==> src/rtl/uart_channel_selector.sv <==
// Break-before-make UART channel selector: decodes a one-hot channel command
// from the host bus and drives a one-hot enable with an all-off guard gap on switches.
module uart_channel_selector #(
  parameter int unsigned CHANNEL_AMOUNT = 8,
  parameter int unsigned BUS_WIDTH      = 16,
  parameter int unsigned SYNC_STAGES    = 2,
  parameter int unsigned GUARD_CYCLES   = 16,
  localparam int unsigned CH_W = (CHANNEL_AMOUNT > 1) ? $clog2(CHANNEL_AMOUNT) : 1
) (
  input  logic                      clk,
  input  logic                      reset,
  input  logic                      en,
  input  logic [BUS_WIDTH-1:0]      d_bus,
  input  logic                      latch_mode,
  output logic [CHANNEL_AMOUNT-1:0] uart_en,
  output logic [CH_W-1:0]           active_ch,
  output logic                      busy,
  output logic                      cmd_err
);

  localparam int unsigned CNT_W = (GUARD_CYCLES > 0) ? $clog2(GUARD_CYCLES + 1) : 1;

  typedef enum logic [1:0] {
    IDLE   = 2'd0,
    ACTIVE = 2'd1,
    GUARD  = 2'd2
  } state_t;

  state_t state_q, state_d;

  logic [SYNC_STAGES-1:0] en_sync_q;
  logic [BUS_WIDTH-1:0]   d_sync_q [SYNC_STAGES];
  logic                   en_d_q;
  logic                   en_s;
  logic [BUS_WIDTH-1:0]   d_s;
  logic                   rise;
  logic                   fall;

  logic [CH_W-1:0]  sel_q, sel_d;
  logic [CH_W-1:0]  pend_q, pend_d;
  logic [CNT_W-1:0] cnt_q, cnt_d;
  logic             err_d;

  logic [CHANNEL_AMOUNT-1:0] uart_en_q, uart_en_d;
  logic [CH_W-1:0]           active_ch_q;
  logic                      busy_q;
  logic                      cmd_err_q;

  int unsigned     ones;
  logic            hi_bit;
  logic [CH_W-1:0] cmd_idx;
  logic            cmd_zero;
  logic            cmd_valid;

  assign en_s = en_sync_q[SYNC_STAGES-1];
  assign d_s  = d_sync_q[SYNC_STAGES-1];
  assign rise = en_s & ~en_d_q;
  assign fall = ~en_s & en_d_q;

  always_ff @(posedge clk) begin
    if (reset) begin
      en_sync_q <= '0;
      en_d_q    <= 1'b0;
      for (int unsigned i = 0; i < SYNC_STAGES; i++) d_sync_q[i] <= '0;
    end else begin
      en_sync_q   <= {en_sync_q[SYNC_STAGES-2:0], en};
      en_d_q      <= en_s;
      d_sync_q[0] <= d_bus;
      for (int unsigned i = 1; i < SYNC_STAGES; i++) d_sync_q[i] <= d_sync_q[i-1];
    end
  end

  // Valid means exactly one bit set and that bit addresses an existing channel.
  always_comb begin
    ones    = 0;
    hi_bit  = 1'b0;
    cmd_idx = '0;
    for (int unsigned i = 0; i < BUS_WIDTH; i++) begin
      if (d_s[i]) begin
        ones = ones + 1;
        if (i < CHANNEL_AMOUNT) cmd_idx = CH_W'(i);
        else                    hi_bit  = 1'b1;
      end
    end
    cmd_zero  = (ones == 0);
    cmd_valid = (ones == 1) && !hi_bit;
  end

  always_comb begin
    state_d = state_q;
    sel_d   = sel_q;
    pend_d  = pend_q;
    cnt_d   = cnt_q;
    err_d   = 1'b0;
    if (rise) begin
      if (cmd_zero) begin
        state_d = IDLE;
        pend_d  = '0;
        cnt_d   = '0;
      end else if (!cmd_valid) begin
        state_d = IDLE;
        pend_d  = '0;
        cnt_d   = '0;
        err_d   = 1'b1;
      end else begin
        unique case (state_q)
          IDLE: begin
            state_d = ACTIVE;
            sel_d   = cmd_idx;
          end
          ACTIVE: begin
            if (cmd_idx != sel_q) begin
              if (GUARD_CYCLES == 0) begin
                sel_d = cmd_idx;
              end else begin
                state_d = GUARD;
                pend_d  = cmd_idx;
                cnt_d   = CNT_W'(GUARD_CYCLES);
              end
            end
          end
          GUARD: begin
            pend_d = cmd_idx;
            cnt_d  = CNT_W'(GUARD_CYCLES);
          end
          default: state_d = IDLE;
        endcase
      end
    end else if (fall && !latch_mode && state_q != IDLE) begin
      state_d = IDLE;
      pend_d  = '0;
      cnt_d   = '0;
    end else if (state_q == GUARD) begin
      if (cnt_q <= CNT_W'(1)) begin
        state_d = ACTIVE;
        sel_d   = pend_q;
        cnt_d   = '0;
      end else begin
        cnt_d = cnt_q - CNT_W'(1);
      end
    end
  end

  assign uart_en_d = (state_d == ACTIVE) ? (CHANNEL_AMOUNT'(1) << sel_d) : '0;

  // Outputs are registered from the next state so they change on the same edge as the FSM.
  always_ff @(posedge clk) begin
    if (reset) begin
      state_q     <= IDLE;
      sel_q       <= '0;
      pend_q      <= '0;
      cnt_q       <= '0;
      uart_en_q   <= '0;
      active_ch_q <= '0;
      busy_q      <= 1'b0;
      cmd_err_q   <= 1'b0;
    end else begin
      state_q     <= state_d;
      sel_q       <= sel_d;
      pend_q      <= pend_d;
      cnt_q       <= cnt_d;
      uart_en_q   <= uart_en_d;
      active_ch_q <= (state_d == ACTIVE) ? sel_d : '0;
      busy_q      <= (state_d == GUARD);
      cmd_err_q   <= err_d;
    end
  end

  assign uart_en   = uart_en_q;
  assign active_ch = active_ch_q;
  assign busy      = busy_q;
  assign cmd_err   = cmd_err_q;

endmodule

==> config.mk <==
export PLATFORM = sky130hd
export DESIGN_NAME = uart_channel_selector
export DESIGN_NICKNAME = d
export VERILOG_FILES = /design/src/rtl/uart_channel_selector.sv
export SDC_FILE = /design/constraint.sdc
export NUM_CORES = 1
export LEC_CHECK = 0
export ABC_AREA = 1
export CORE_MARGIN = 2
export CORE_UTILIZATION = 30
export CTS_CLUSTER_DIAMETER = 150
export DETAILED_ROUTE_END_ITERATION = 8
export GPL_TIMING_DRIVEN = 0
export PLACE_DENSITY_LB_ADDON = 0.05
export SYNTH_ARGS = -nofsm -noshare
export SYNTH_HDL_FRONTEND = slang
export SYNTH_SLANG_ARGS = --single-unit
==> constraint.sdc <==
create_clock -name clk -period 8.9 [get_ports clk]
set_input_delay 1.78 -clock clk [delete_from_list [all_inputs] [get_ports clk]]
set_output_delay 1.78 -clock clk [all_outputs]
set_load 0.01 [all_outputs]
==> impl_table.tex <==
\begin{tabular}{lr}
\hline
Metric & Value \\
\hline
\multicolumn{2}{l}{\textbf{Status}} \\
Run status & complete, no violations \\
\multicolumn{2}{l}{\textbf{Global routing}} \\
Total GRT Usage & 0.138 \\
Largest net degree at the start of global routing & 13 \\
Global route overflow & 0 \\
Initial antenna violation count & 0 \\
Global-route wire length before repair & 17.2 mm \\
Via count of the first global-routing pass & 3,862 \\
\multicolumn{2}{l}{\textbf{Floorplan}} \\
Die Area & 15,400 µm² \\
Total number of placement rows & 43 \\
Top-Level Pins & 33 \\
Initial Util & 0.309 \\
Core ar. & 14,000 µm² \\
Overall die width & 124 µm \\
Chip height & roughly 120 µm \\
\multicolumn{2}{l}{\textbf{STA}} \\
Final Max Tran Viols & 0 \\
Clock period minus final worst setup slack & around 8.3 ns \\
Setup repair after global routing missed its margin & no \\
Transition time of the tightest slew-check pin & approximately 0.58 ns \\
Final setup violating endpoints & 0 \\
Final Cycle Share & 0.928 \\
Final Hold Vio Count & 0 \\
Slew HR & 0.615 \\
Final total negative setup slack & 0 ns \\
Maximum clock frequency & 0.121 GHz \\
Worst clock skew on the final layout & $\sim$0.0085 ns \\
\multicolumn{2}{l}{\textbf{Logic synthesis}} \\
Synthesized flop and latch total & between 60 and 70 \\
Number of instances in the synthesized netlist & 689 \\
Synthesized area divided by synthesized cell count & 6.27 µm² \\
Synthesized net count & 726 \\
Synth Cell Area & 4320 µm² \\
Proportion of synthesized chip area in sequential cells & 0.282 \\
Number of distinct library cells after synthesis & 33 \\
Warnings, synthesis & 0 \\
\multicolumn{2}{l}{\textbf{Setup path}} \\
Standard cell with the maximum stage delay on the critical path & dfxtp\_2 \\
Number of cells traversed by the worst register-to-register path & a little under 60 \\
Largest stage delay on the critical path & 0.33 ns \\
Sort of element at the end of the critical path & flop \\
Launch point of the worst reg-to-reg path & d\_sync\_q[0][16] \\
Reg2Reg Setup Slack & 0.64 ns \\
CP max FO & 5 \\
Cell occurring most often along the worst timing path & nand2\_2 \\
Endpoint of the worst setup timing path & cnt\_q[3] \\
Startpoint of the most critical setup path & d\_sync\_q[0][16] \\
Worst R2R End & cnt\_q[3] \\
Critical Path Source Type & flop \\
Required time of the worst setup path & 9.16 ns \\
Kind of critical path & reg2reg \\
Critical path arrival & roughly 8.5 ns \\
\multicolumn{2}{l}{\textbf{Clocking}} \\
Longest Clk Path Bufs & 2 \\
Number of H-tree levels & 3 \\
Clock tree from TritonCTS & yes \\
Root Buffer & clkbuf\_16 \\
CTS Buf Count & 9 \\
Clock-pin transition on the worst setup and hold timing paths & 0.06 ns \\
Clock latency at the later pin of the worst-skew pair & 0.33 ns \\
Number of clock sinks & 61 \\
\multicolumn{2}{l}{\textbf{Routing}} \\
Initial DRT Pass Iterations & 4 \\
Detailed-route DRC error count & 0 \\
Wire per inst & between 10 and 15 µm \\
Vias post-DR & 4,040 \\
Final WL & between 9 and 10 mm \\
Routed vias/inst & 4.37 \\
Residual antenna-violating net count after detailed routing & 0 \\
Iteration-0 DRC Markers & 175 \\
\multicolumn{2}{l}{\textbf{Placed design}} \\
Port Buf Inserts & 32 \\
Gpl congestion & 0.795 \\
Dpl cells & 901 \\
DP Wirelength & 7.95 mm \\
\multicolumn{2}{l}{\textbf{Final layout}} \\
Layout cell share with drive strength beyond 1 & 0.200 \\
Post-route insts no fill & roughly 930 \\
Antenna diode count & 0 \\
Area Overhead vs Synth & 25.4\% \\
Filler cell count & approximately 1.5k \\
Post-layout net count & 777 \\
\multicolumn{2}{l}{\textbf{Pwr}} \\
Leakage power & 2.67 nW \\
Overall power after layout & 0.833 mW \\
Power density cells & 154 nW/µm² \\
Peak ir drop on the vdd network & 92.5 µV \\
\multicolumn{2}{l}{\textbf{Min path}} \\
Class of the tightest hold or removal check & reg2reg \\
\multicolumn{2}{l}{\textbf{Run}} \\
Max-cap violations & 0 \\
\hline
\end{tabular}
cell usage after synthesis:
| cell | number | area [µm²] |
|---|---|---|
| nand2_1 | 175 | 657 |
| inv_1 | 127 | 477 |
| nor2_1 | 88 | 330 |
| dfxtp_1 | 61 | 1220 |
| nand3_1 | 51 | 255 |
| nand2_2 | 42 | 263 |
| nand3_2 | 28 | 280 |
| a21oi_1 | 18 | 90.1 |
| ha_1 | 17 | 213 |
| o21ai_0 | 14 | 70.1 |
| nand4_1 | 8 | 50.1 |
| inv_2 | 7 | 26.3 |
| nand3b_1 | 7 | 52.6 |
| clkbuf_1 | 6 | 22.5 |
| nor2_2 | 5 | 31.3 |
| nor4_1 | 4 | 25.0 |
| or2_2 | 4 | 25.0 |
| nor2_4 | 3 | 33.8 |
| o22ai_1 | 3 | 18.8 |
| xor2_1 | 3 | 26.3 |
| a211oi_1 | 2 | 15.0 |
| clkinv_1 | 2 | 7.51 |
| nand4_2 | 2 | 25.0 |
| o21ai_1 | 2 | 10.0 |
| xnor2_1 | 2 | 17.5 |
| a2111oi_0 | 1 | 8.76 |
| a21boi_2 | 1 | 11.3 |
| a21oi_4 | 1 | 16.3 |
| buf_1 | 1 | 3.75 |
| nand3b_2 | 1 | 11.3 |
| nor3_1 | 1 | 5.00 |
| nor3_4 | 1 | 16.3 |
| or4_1 | 1 | 7.51 |
layout by cell type (no fill, tap or decap), drive strengths merged:
cell	count
o22ai	3
a21boi	1
nand3b	8
bufinv	2
xnor2	2
clkinv	3
buf	9
or2	4
a21oi	19
nor4	4
a2111oi	1
nor2	96
dfxtp	61
clkbuf	16
ha	17
clkinvlp	1
clkdlybuf4s50	32
or4	1
nand4	10
a211oi	2
inv	136
o21ai	16
nand3	79
nor3	2
xor2	3
nand2	217
timing repair:
| item | in CTS | in global routing |
|---|---|---|
| endpoints found under the setup margin | 0 | 26 |
| gates resized for setup | 0 | 37 |
| setup buffers | 0 | 8 |
| hold buffers | 0 | 0 |
layout make-up:
| class | count | area (µm²) | share of cell area |
|---|---|---|---|
| clock inverter | 6 | 93.8 | 0.0173 |
| buffer | 7 | 26.3 | 0.00485 |
| timing repair buffer | 40 | 393 | 0.0725 |
| sequential | 61 | 1220 | 0.226 |
| clock buffer | 10 | 239 | 0.0441 |
| multi-input combinational | 485 | 2710 | 0.500 |
| inverter | 136 | 510 | 0.0942 |
| tap | 180 | 225 | 0.0416 |
state kept, by name, indices dropped and copies added, names as in the netlist:
signal     flops
cnt_q          5
cmd_err        1
state_q        2
active_ch      3
pend_q         3
sel_q          3
en_sync_q      2
uart_en        8
busy           1
d_sync_q      32
en_d_q         1
logic make-up (layout without fill, tap and decap cells):
group,after synthesis,after routing,share of synthesized area
flops,61,61,0.282
xor+xnor,5,5,0.0101
compound gates,42,42,0.0556
simple gates,421,421,0.478
fa+ha+maj,17,17,0.0492
buf+inv,143,199,0.124
worst max-delay path, delay by kind of cell (launching register included):
kind	cells	cell delay (ns)
adders and majority gates	14	3.62
and+or+nand+nor	34	3.52
buffers and inverters	8	0.55
DFF	1	0.33
AOI/OAI and AO/OA	2	0.19
how the worst min path moves through the flow:
| stage | to | from | depth (start not counted) | slack, ns |
|---|---|---|---|---|
| 2_1_floorplan | d_sync_q[0][16] | d_sync_q[0][0] | 2 | 0.39 |
| 3_3_place_gp | d_sync_q[0][28] | d_sync_q[0][12] | 2 | 0.39 |
| 3_5_place_dp | d_sync_q[0][18] | d_sync_q[0][2] | 2 | 0.39 |
| 4_1_cts | d_sync_q[0][26] | d_sync_q[0][10] | 2 | 0.40 |
| 5_1_grt | d_sync_q[0][27] | d_sync_q[0][11] | 2 | 0.41 |
| 6_report | d_sync_q[0][26] | d_sync_q[0][10] | 2 | 0.39 |
layer usage:
layer | share of wire | global-route usage | vias up | routed length (µm)
met5 | 0 | 0 | - | 0
met4 | 0.010 | 0.0337 | 0 | 100
met3 | 0.025 | 0.0256 | 10 | 242
met2 | 0.46 | 0.231 | 34 | 4540
met1 | 0.50 | 0.183 | 1769 | 4930
li1 | - | - | 2227 | -
through the flow:
stage                      util  instance area, µm²  setup WS (ns)  hold WS, ns
final                     0.387                5420          0.637        0.394
after global routing      0.387                5420        0.00812        0.415
after CTS                 0.372                5200         0.0352        0.396
after detailed placement  0.348                4870         0.0710        0.392
after global placement    0.348                4870          0.164        0.394
after floorplan               -                4320           1.04        0.388
power by group:
| part | switching (mW) | internal (mW) |
|---|---|---|
| Combinational | 0.101 | 0.0634 |
| Clock | 0.127 | 0.255 |
| Sequential | 0.00538 | 0.282 |
| Total | 0.233 | 0.600 |
Note: power is estimated with default switching activity, not from simulation.
